File: config.mk
export PLATFORM = sky130hd
export DESIGN_NAME = nav_sequencer
export DESIGN_NICKNAME = d
export VERILOG_FILES = /design/src/rtl/nav_sequencer.sv
export SDC_FILE = /design/constraint.sdc
export NUM_CORES = 1
export LEC_CHECK = 0
export ABC_AREA = 1
export BUFFER_PORTS_ARGS = -buffer_cell sky130_fd_sc_hd__buf_2
export CAP_MARGIN = 20
export CORE_MARGIN = 4
export CORE_UTILIZATION = 49
export DETAILED_ROUTE_END_ITERATION = 7
export GPL_TIMING_DRIVEN = 0
export PLACE_DENSITY = 0.84
export RECOVER_POWER = 50
export SLEW_MARGIN = 10
export SYNTH_ARGS = -nofsm -noshare
export SYNTH_HDL_FRONTEND = slang
export SYNTH_SLANG_ARGS = --single-unit
File: constraint.sdc
create_clock -name clk -period 1.7 [get_ports clk]
set_input_delay 0 -clock clk [delete_from_list [all_inputs] [get_ports clk]]
set_output_delay 0 -clock clk [all_outputs]
set_load 0.1 [all_outputs]
File: src/rtl/nav_sequencer.sv
// Jump/cruise sequencing controller driving the velocity (mode) and position (pos_mode) selects.
// Optional feature macro: NAV_ABORT_EN enables cancelling a jump with abort during CHARGE.
module nav_sequencer #(
  parameter int k               = 16,
  parameter int CHARGE_CYCLES   = 4,
  parameter int COOLDOWN_CYCLES = 8,
  parameter int CW              = 8
) (
  input  logic           clk,
  input  logic           rst_n,
  input  logic           nav_reset,
  input  logic           start,
  input  logic           stop,
  input  logic [3:0]     combat_mode,
  input  logic           jump_req,
  input  logic [3*k-1:0] jump_target,
  input  logic           abort,
  output logic [3:0]     mode,
  output logic [3:0]     pos_mode,
  output logic [3*k-1:0] jump_position,
  output logic           jump_ack,
  output logic           jump_done,
  output logic           jump_aborted,
  output logic           busy
);

  typedef enum logic [2:0] {
    ST_RESET    = 3'd0,
    ST_IDLE     = 3'd1,
    ST_CRUISE   = 3'd2,
    ST_CHARGE   = 3'd3,
    ST_JUMP     = 3'd4,
    ST_COOLDOWN = 3'd5
  } state_t;

  localparam logic [CW-1:0] CHARGE_LOAD   = CW'(CHARGE_CYCLES);
  localparam logic [CW-1:0] COOLDOWN_LOAD = CW'(COOLDOWN_CYCLES);
  localparam logic [CW-1:0] CNT_ONE       = CW'(1);
  localparam logic [CW-1:0] CNT_ZERO      = CW'(0);

  localparam logic [3:0] M_RESET   = 4'b0001;
  localparam logic [3:0] M_ATTACK  = 4'b0010;
  localparam logic [3:0] M_DEFENSE = 4'b0100;
  localparam logic [3:0] M_STEALTH = 4'b1000;

  localparam logic [3:0] P_RESET  = 4'b0001;
  localparam logic [3:0] P_NORMAL = 4'b0010;
  localparam logic [3:0] P_JUMP   = 4'b0100;
  localparam logic [3:0] P_HOLD   = 4'b1000;

  // Only the three legal combat encodings may replace the current selection.
  function automatic logic combat_valid(input logic [3:0] sel);
    combat_valid = (sel == M_ATTACK) || (sel == M_DEFENSE) || (sel == M_STEALTH);
  endfunction

  state_t           state_r, state_next_s;
  logic [CW-1:0]    cnt_r, cnt_next_s;
  logic [3:0]       combat_r, combat_next_s;
  logic [3*k-1:0]   jp_r, jp_next_s;
  logic [3:0]       mode_r, mode_next_s;
  logic [3:0]       pos_r, pos_next_s;
  logic             ack_r, ack_next_s;
  logic             done_r, done_next_s;
  logic             abt_r, abt_next_s;
  logic             busy_r, busy_next_s;

`ifndef NAV_ABORT_EN
  logic unused_abort_s;
  assign unused_abort_s = abort;
`endif

  // Next-state, counter, handshake pulses and latched target.
  always_comb begin
    state_next_s = state_r;
    cnt_next_s   = cnt_r;
    jp_next_s    = jp_r;
    ack_next_s   = 1'b0;
    done_next_s  = 1'b0;
    abt_next_s   = 1'b0;
    if (nav_reset) begin
      state_next_s = ST_RESET;
      cnt_next_s   = CNT_ZERO;
      jp_next_s    = '0;
    end else begin
      case (state_r)
        ST_RESET: begin
          state_next_s = ST_IDLE;
        end
        ST_IDLE: begin
          if (start) begin
            state_next_s = ST_CRUISE;
          end else begin
            state_next_s = ST_IDLE;
          end
        end
        ST_CRUISE: begin
          if (jump_req) begin
            state_next_s = ST_CHARGE;
            cnt_next_s   = CHARGE_LOAD;
            jp_next_s    = jump_target;
            ack_next_s   = 1'b1;
          end else if (stop) begin
            state_next_s = ST_IDLE;
          end else begin
            state_next_s = ST_CRUISE;
          end
        end
        ST_CHARGE: begin
`ifdef NAV_ABORT_EN
          if (abort) begin
            state_next_s = ST_CRUISE;
            cnt_next_s   = CNT_ZERO;
            abt_next_s   = 1'b1;
          end else if (cnt_r <= CNT_ONE) begin
`else
          if (cnt_r <= CNT_ONE) begin
`endif
            state_next_s = ST_JUMP;
            cnt_next_s   = CNT_ZERO;
          end else begin
            cnt_next_s   = cnt_r - CNT_ONE;
          end
        end
        ST_JUMP: begin
          state_next_s = ST_COOLDOWN;
          cnt_next_s   = COOLDOWN_LOAD;
          done_next_s  = 1'b1;
        end
        ST_COOLDOWN: begin
          if (cnt_r <= CNT_ONE) begin
            state_next_s = ST_CRUISE;
            cnt_next_s   = CNT_ZERO;
          end else begin
            cnt_next_s   = cnt_r - CNT_ONE;
          end
        end
        default: begin
          state_next_s = ST_RESET;
          cnt_next_s   = CNT_ZERO;
        end
      endcase
    end
  end

  // Output selects are decoded from the upcoming state so they register alongside it.
  always_comb begin
    combat_next_s = combat_r;
    mode_next_s   = M_RESET;
    pos_next_s    = P_RESET;
    busy_next_s   = 1'b0;
    if (combat_valid(combat_mode)) begin
      combat_next_s = combat_mode;
    end else begin
      combat_next_s = combat_r;
    end
    case (state_next_s)
      ST_RESET: begin
        mode_next_s = M_RESET;
        pos_next_s  = P_RESET;
      end
      ST_IDLE: begin
        mode_next_s = M_RESET;
        pos_next_s  = P_HOLD;
      end
      ST_CRUISE: begin
        mode_next_s = combat_next_s;
        pos_next_s  = P_NORMAL;
      end
      ST_CHARGE: begin
        mode_next_s = M_DEFENSE;
        pos_next_s  = P_HOLD;
        busy_next_s = 1'b1;
      end
      ST_JUMP: begin
        mode_next_s = M_RESET;
        pos_next_s  = P_JUMP;
        busy_next_s = 1'b1;
      end
      ST_COOLDOWN: begin
        mode_next_s = combat_next_s;
        pos_next_s  = P_NORMAL;
        busy_next_s = 1'b1;
      end
      default: begin
        mode_next_s = M_RESET;
        pos_next_s  = P_RESET;
      end
    endcase
  end

  // State and all registered outputs.
  always_ff @(posedge clk or negedge rst_n) begin
    if (!rst_n) begin
      state_r  <= ST_RESET;
      cnt_r    <= CNT_ZERO;
      combat_r <= M_ATTACK;
      jp_r     <= '0;
      mode_r   <= M_RESET;
      pos_r    <= P_RESET;
      ack_r    <= 1'b0;
      done_r   <= 1'b0;
      abt_r    <= 1'b0;
      busy_r   <= 1'b0;
    end else begin
      state_r  <= state_next_s;
      cnt_r    <= cnt_next_s;
      combat_r <= combat_next_s;
      jp_r     <= jp_next_s;
      mode_r   <= mode_next_s;
      pos_r    <= pos_next_s;
      ack_r    <= ack_next_s;
      done_r   <= done_next_s;
      abt_r    <= abt_next_s;
      busy_r   <= busy_next_s;
    end
  end

  assign mode          = mode_r;
  assign pos_mode      = pos_r;
  assign jump_position = jp_r;
  assign jump_ack      = ack_r;
  assign jump_done     = done_r;
  assign jump_aborted  = abt_r;
  assign busy          = busy_r;

endmodule

==> impl_results.md <==
- Share of cells above drive strength 1: 0.316
- Syn nets: 433
- Total power: 5.11 mW
- Iter 0 DRT Violations: 153
- Final hold viol count: 0
- DP Cell Count: between 500 and 600
- First-pass detailed-route iteration total: 5
- Root buf cell: clkbuf_8
- Post-DR wirelength/cell: 14.5 um
- Routed vias/inst: 5.05
- Final period utilization: 0.927
- TritonCTS clock tree: built
- Leakage: 2.72 nW
- Crit-path cells: inv_2 > ha_4 > nor2_2 > nor2_2 > nand2_2 > nand2_2 > nand2_4 > nand2_4 > inv_2 > nand2_1 > nand2_1
- Antenna-violating nets left: 0
- Row count: 29
- Clk slew on worst S/H paths: 0.08 ns
- GRT Total Usage: 0.242
- Vias in the first global route: 3305
- Status: complete, no violations
- DP Area: 3960 um2
- Warnings, synthesis: 0
- Final Max Slew Viols: 0
- Final Util: 0.740
- Initial Util: 0.509
- CTS Buf Count: 9
- Total gr overflow: 0
- Crit start category: flip-flop
- Die area: roughly 8000 um2
- VDD IR max: 0.712 mV
- Crit path largest cell delay: approximately 0.42 ns
- Diode count: 0
- Final instance area: 4730 um2
- Layout Nets: around 620
- Initial antenna violation count: 0
- Gpl congestion: around 0.86
- Worst hold slack: slightly below 0.07 ns
- TNS Setup: 0 ns
- WS Path Type: reg2reg
- Min-Delay Path Class: in2async
- Final WL: ~9000 um
- Die extent in x: 89.4 um
- Worst slew pin tran: 0.903 ns
- Die Ht: roughly 89 um
- Syn Std Cell Area: 3250 um2
- Largest net degree at the start of global routing: 69
- Final setup vio count: 0
- Core area: approximately 6400 um2
- Max cap viols: 0
- Area Overhead vs Synth: 45.5%
- Slew HR: 0.398
- Seq/Total Area, Yosys: 0.571
- Crit. End Element: flip-flop
- Pwr dens: 1080 nW/um2
- CTS H-tree depth: 3
- I/O pin cnt: between 100 and 150
- Synth Instances: 372
- Vias: 3216
- I/O Buffers: 116
- Detailed Place HPWL: 5740 um
- Clock Latency Late Sink: approximately 0.34 ns
- Clk_skew: 0.0121 ns
- Netlist cell types: 29
- DRC violations left: 0
- Clock buffer depth: 2
- Critical Path RT: 1.93 ns
- Crit path max-delay cell type: dfrtp_1
- CP max FO: 5
- Seq cells post-synth: 74
- First-pass GRT wire length: 14700 um
- Crit path DAT: 1.80 ns
- Fmax: 634 MHz
- Finished Layout Cells: 637
- Crit path time final: 1.58 ns
- Syn Area/Cell: between 8 and 9 um2
- Worst slack at placement: 0.0114 ns
- Num Clock Sinks: 74
- Setup ws final: 0.124 ns
## sequential cells by signal, indices dropped and copies added (netlist names)
name and flops:
busy 1, cnt_r 8, combat_r 4, jump_ack 1, jump_done 1, jump_position 48
mode 4, pos_mode 4, state_r 3
## placed cells by master, fill, tap and decap left out, drive strengths merged
cell type    netlist  layout
a21oi              4       4
buf               16     104
bufinv             0       2
clkbuf             2      43
clkinv             0       1
clkinvlp           0       1
conb               1       1
dfrtp             71      71
dfstp              3       3
dlygate4sd3        0      54
ha                 2       2
inv               31      32
mux2i              1       1
nand2            133     133
nand3             64      64
nand4              1       1
nor2              25      25
nor3               4       4
o211ai             1       1
o21ai              9       9
o22ai              1       1
xnor2              1       1
xor2               2       2
## path summary, 6_finish.rpt
check	start	to	slack, ns	cells past startpoint
setup / recovery	cnt_r[0]$_DFFE_PN0P_	busy$_DFF_PN0_	0.12	11
hold / removal	rst_n	jump_position[3]$_DFFE_PN0P_	0.07	2
setup reg to reg	cnt_r[0]$_DFFE_PN0P_	busy$_DFF_PN0_	0.12	11
hold reg to reg	combat_r[0]$_DFF_PN0_	combat_r[0]$_DFF_PN0_	0.50	2
max in group asynchronous	rst_n	state_r[1]$_DFF_PN0_	0.39	3
min in group clk	stop	pos_mode[2]$_DFF_PN0_	0.13	6
## cells in the mapped netlist, drive strengths merged
| cell type | number | area [um2] |
|---|---|---|
| a21oi | 4 | 20.0 |
| buf | 16 | 85.1 |
| clkbuf | 2 | 7.51 |
| conb | 1 | 3.75 |
| dfrtp | 71 | 1780 |
| dfstp | 3 | 78.8 |
| ha | 2 | 25.0 |
| inv | 31 | 116 |
| mux2i | 1 | 10.0 |
| nand2 | 133 | 554 |
| nand3 | 64 | 330 |
| nand4 | 1 | 6.26 |
| nor2 | 25 | 129 |
| nor3 | 4 | 20.0 |
| o211ai | 1 | 7.51 |
| o21ai | 9 | 45.0 |
| o22ai | 1 | 6.26 |
| xnor2 | 1 | 8.76 |
| xor2 | 2 | 17.5 |
## layer usage
metal | share of wire | GRT usage
met1 | 0.40 | 0.279
met3 | 0.058 | 0.0719
met4 | 0.013 | 0.0758
met5 | 0 | 0
met2 | 0.53 | 0.429
## layout make-up
type,count,area (um2)
Clock buffer,11,141
Clock inverter,5,85.1
Fill cell,459,1660
Timing Repair Buffer,172,1130
Inverter,31,116
Buffer,18,92.6
Sequential cell,74,1860
Tap cell,77,96.3
Multi-Input combinational cell,249,1200
## what timing repair did
item / in CTS / in global routing
hold endpoints to repair: 124 / 0
buffers inserted: 0 / 1
setup endpoints to repair: 0 / 16
hold buffers: 54 / 0
gates resized for setup: 0 / 6
## worst max-delay path: cells and delay by family (launching register included)
| family | cells | cell delay, ns |
|---|---|---|
| buffers and inverters | 2 | 0.14 |
| adder cells (fa/ha/maj) | 1 | 0.17 |
| flip-flops | 1 | 0.42 |
| AND/OR/NAND/NOR | 8 | 0.75 |
## cells by family after synthesis
group                      Yosys count  synth area share
AOI/OAI and AO/OA                   15            0.0243
and+or+nand+nor                    227             0.320
buffers and inverters               49            0.0643
DFF                                 74             0.571
other                                1           0.00115
xor gates and xnor gates             3           0.00809
adders and majority gates            2           0.00770
muxes                                1           0.00308
## where the power goes
part | internal, mW | switching [mW]
clock | 0.875 | 0.647
combinational | 0.422 | 1.17
sequential | 1.91 | 0.0797
Power figures use the tool's default switching activity.
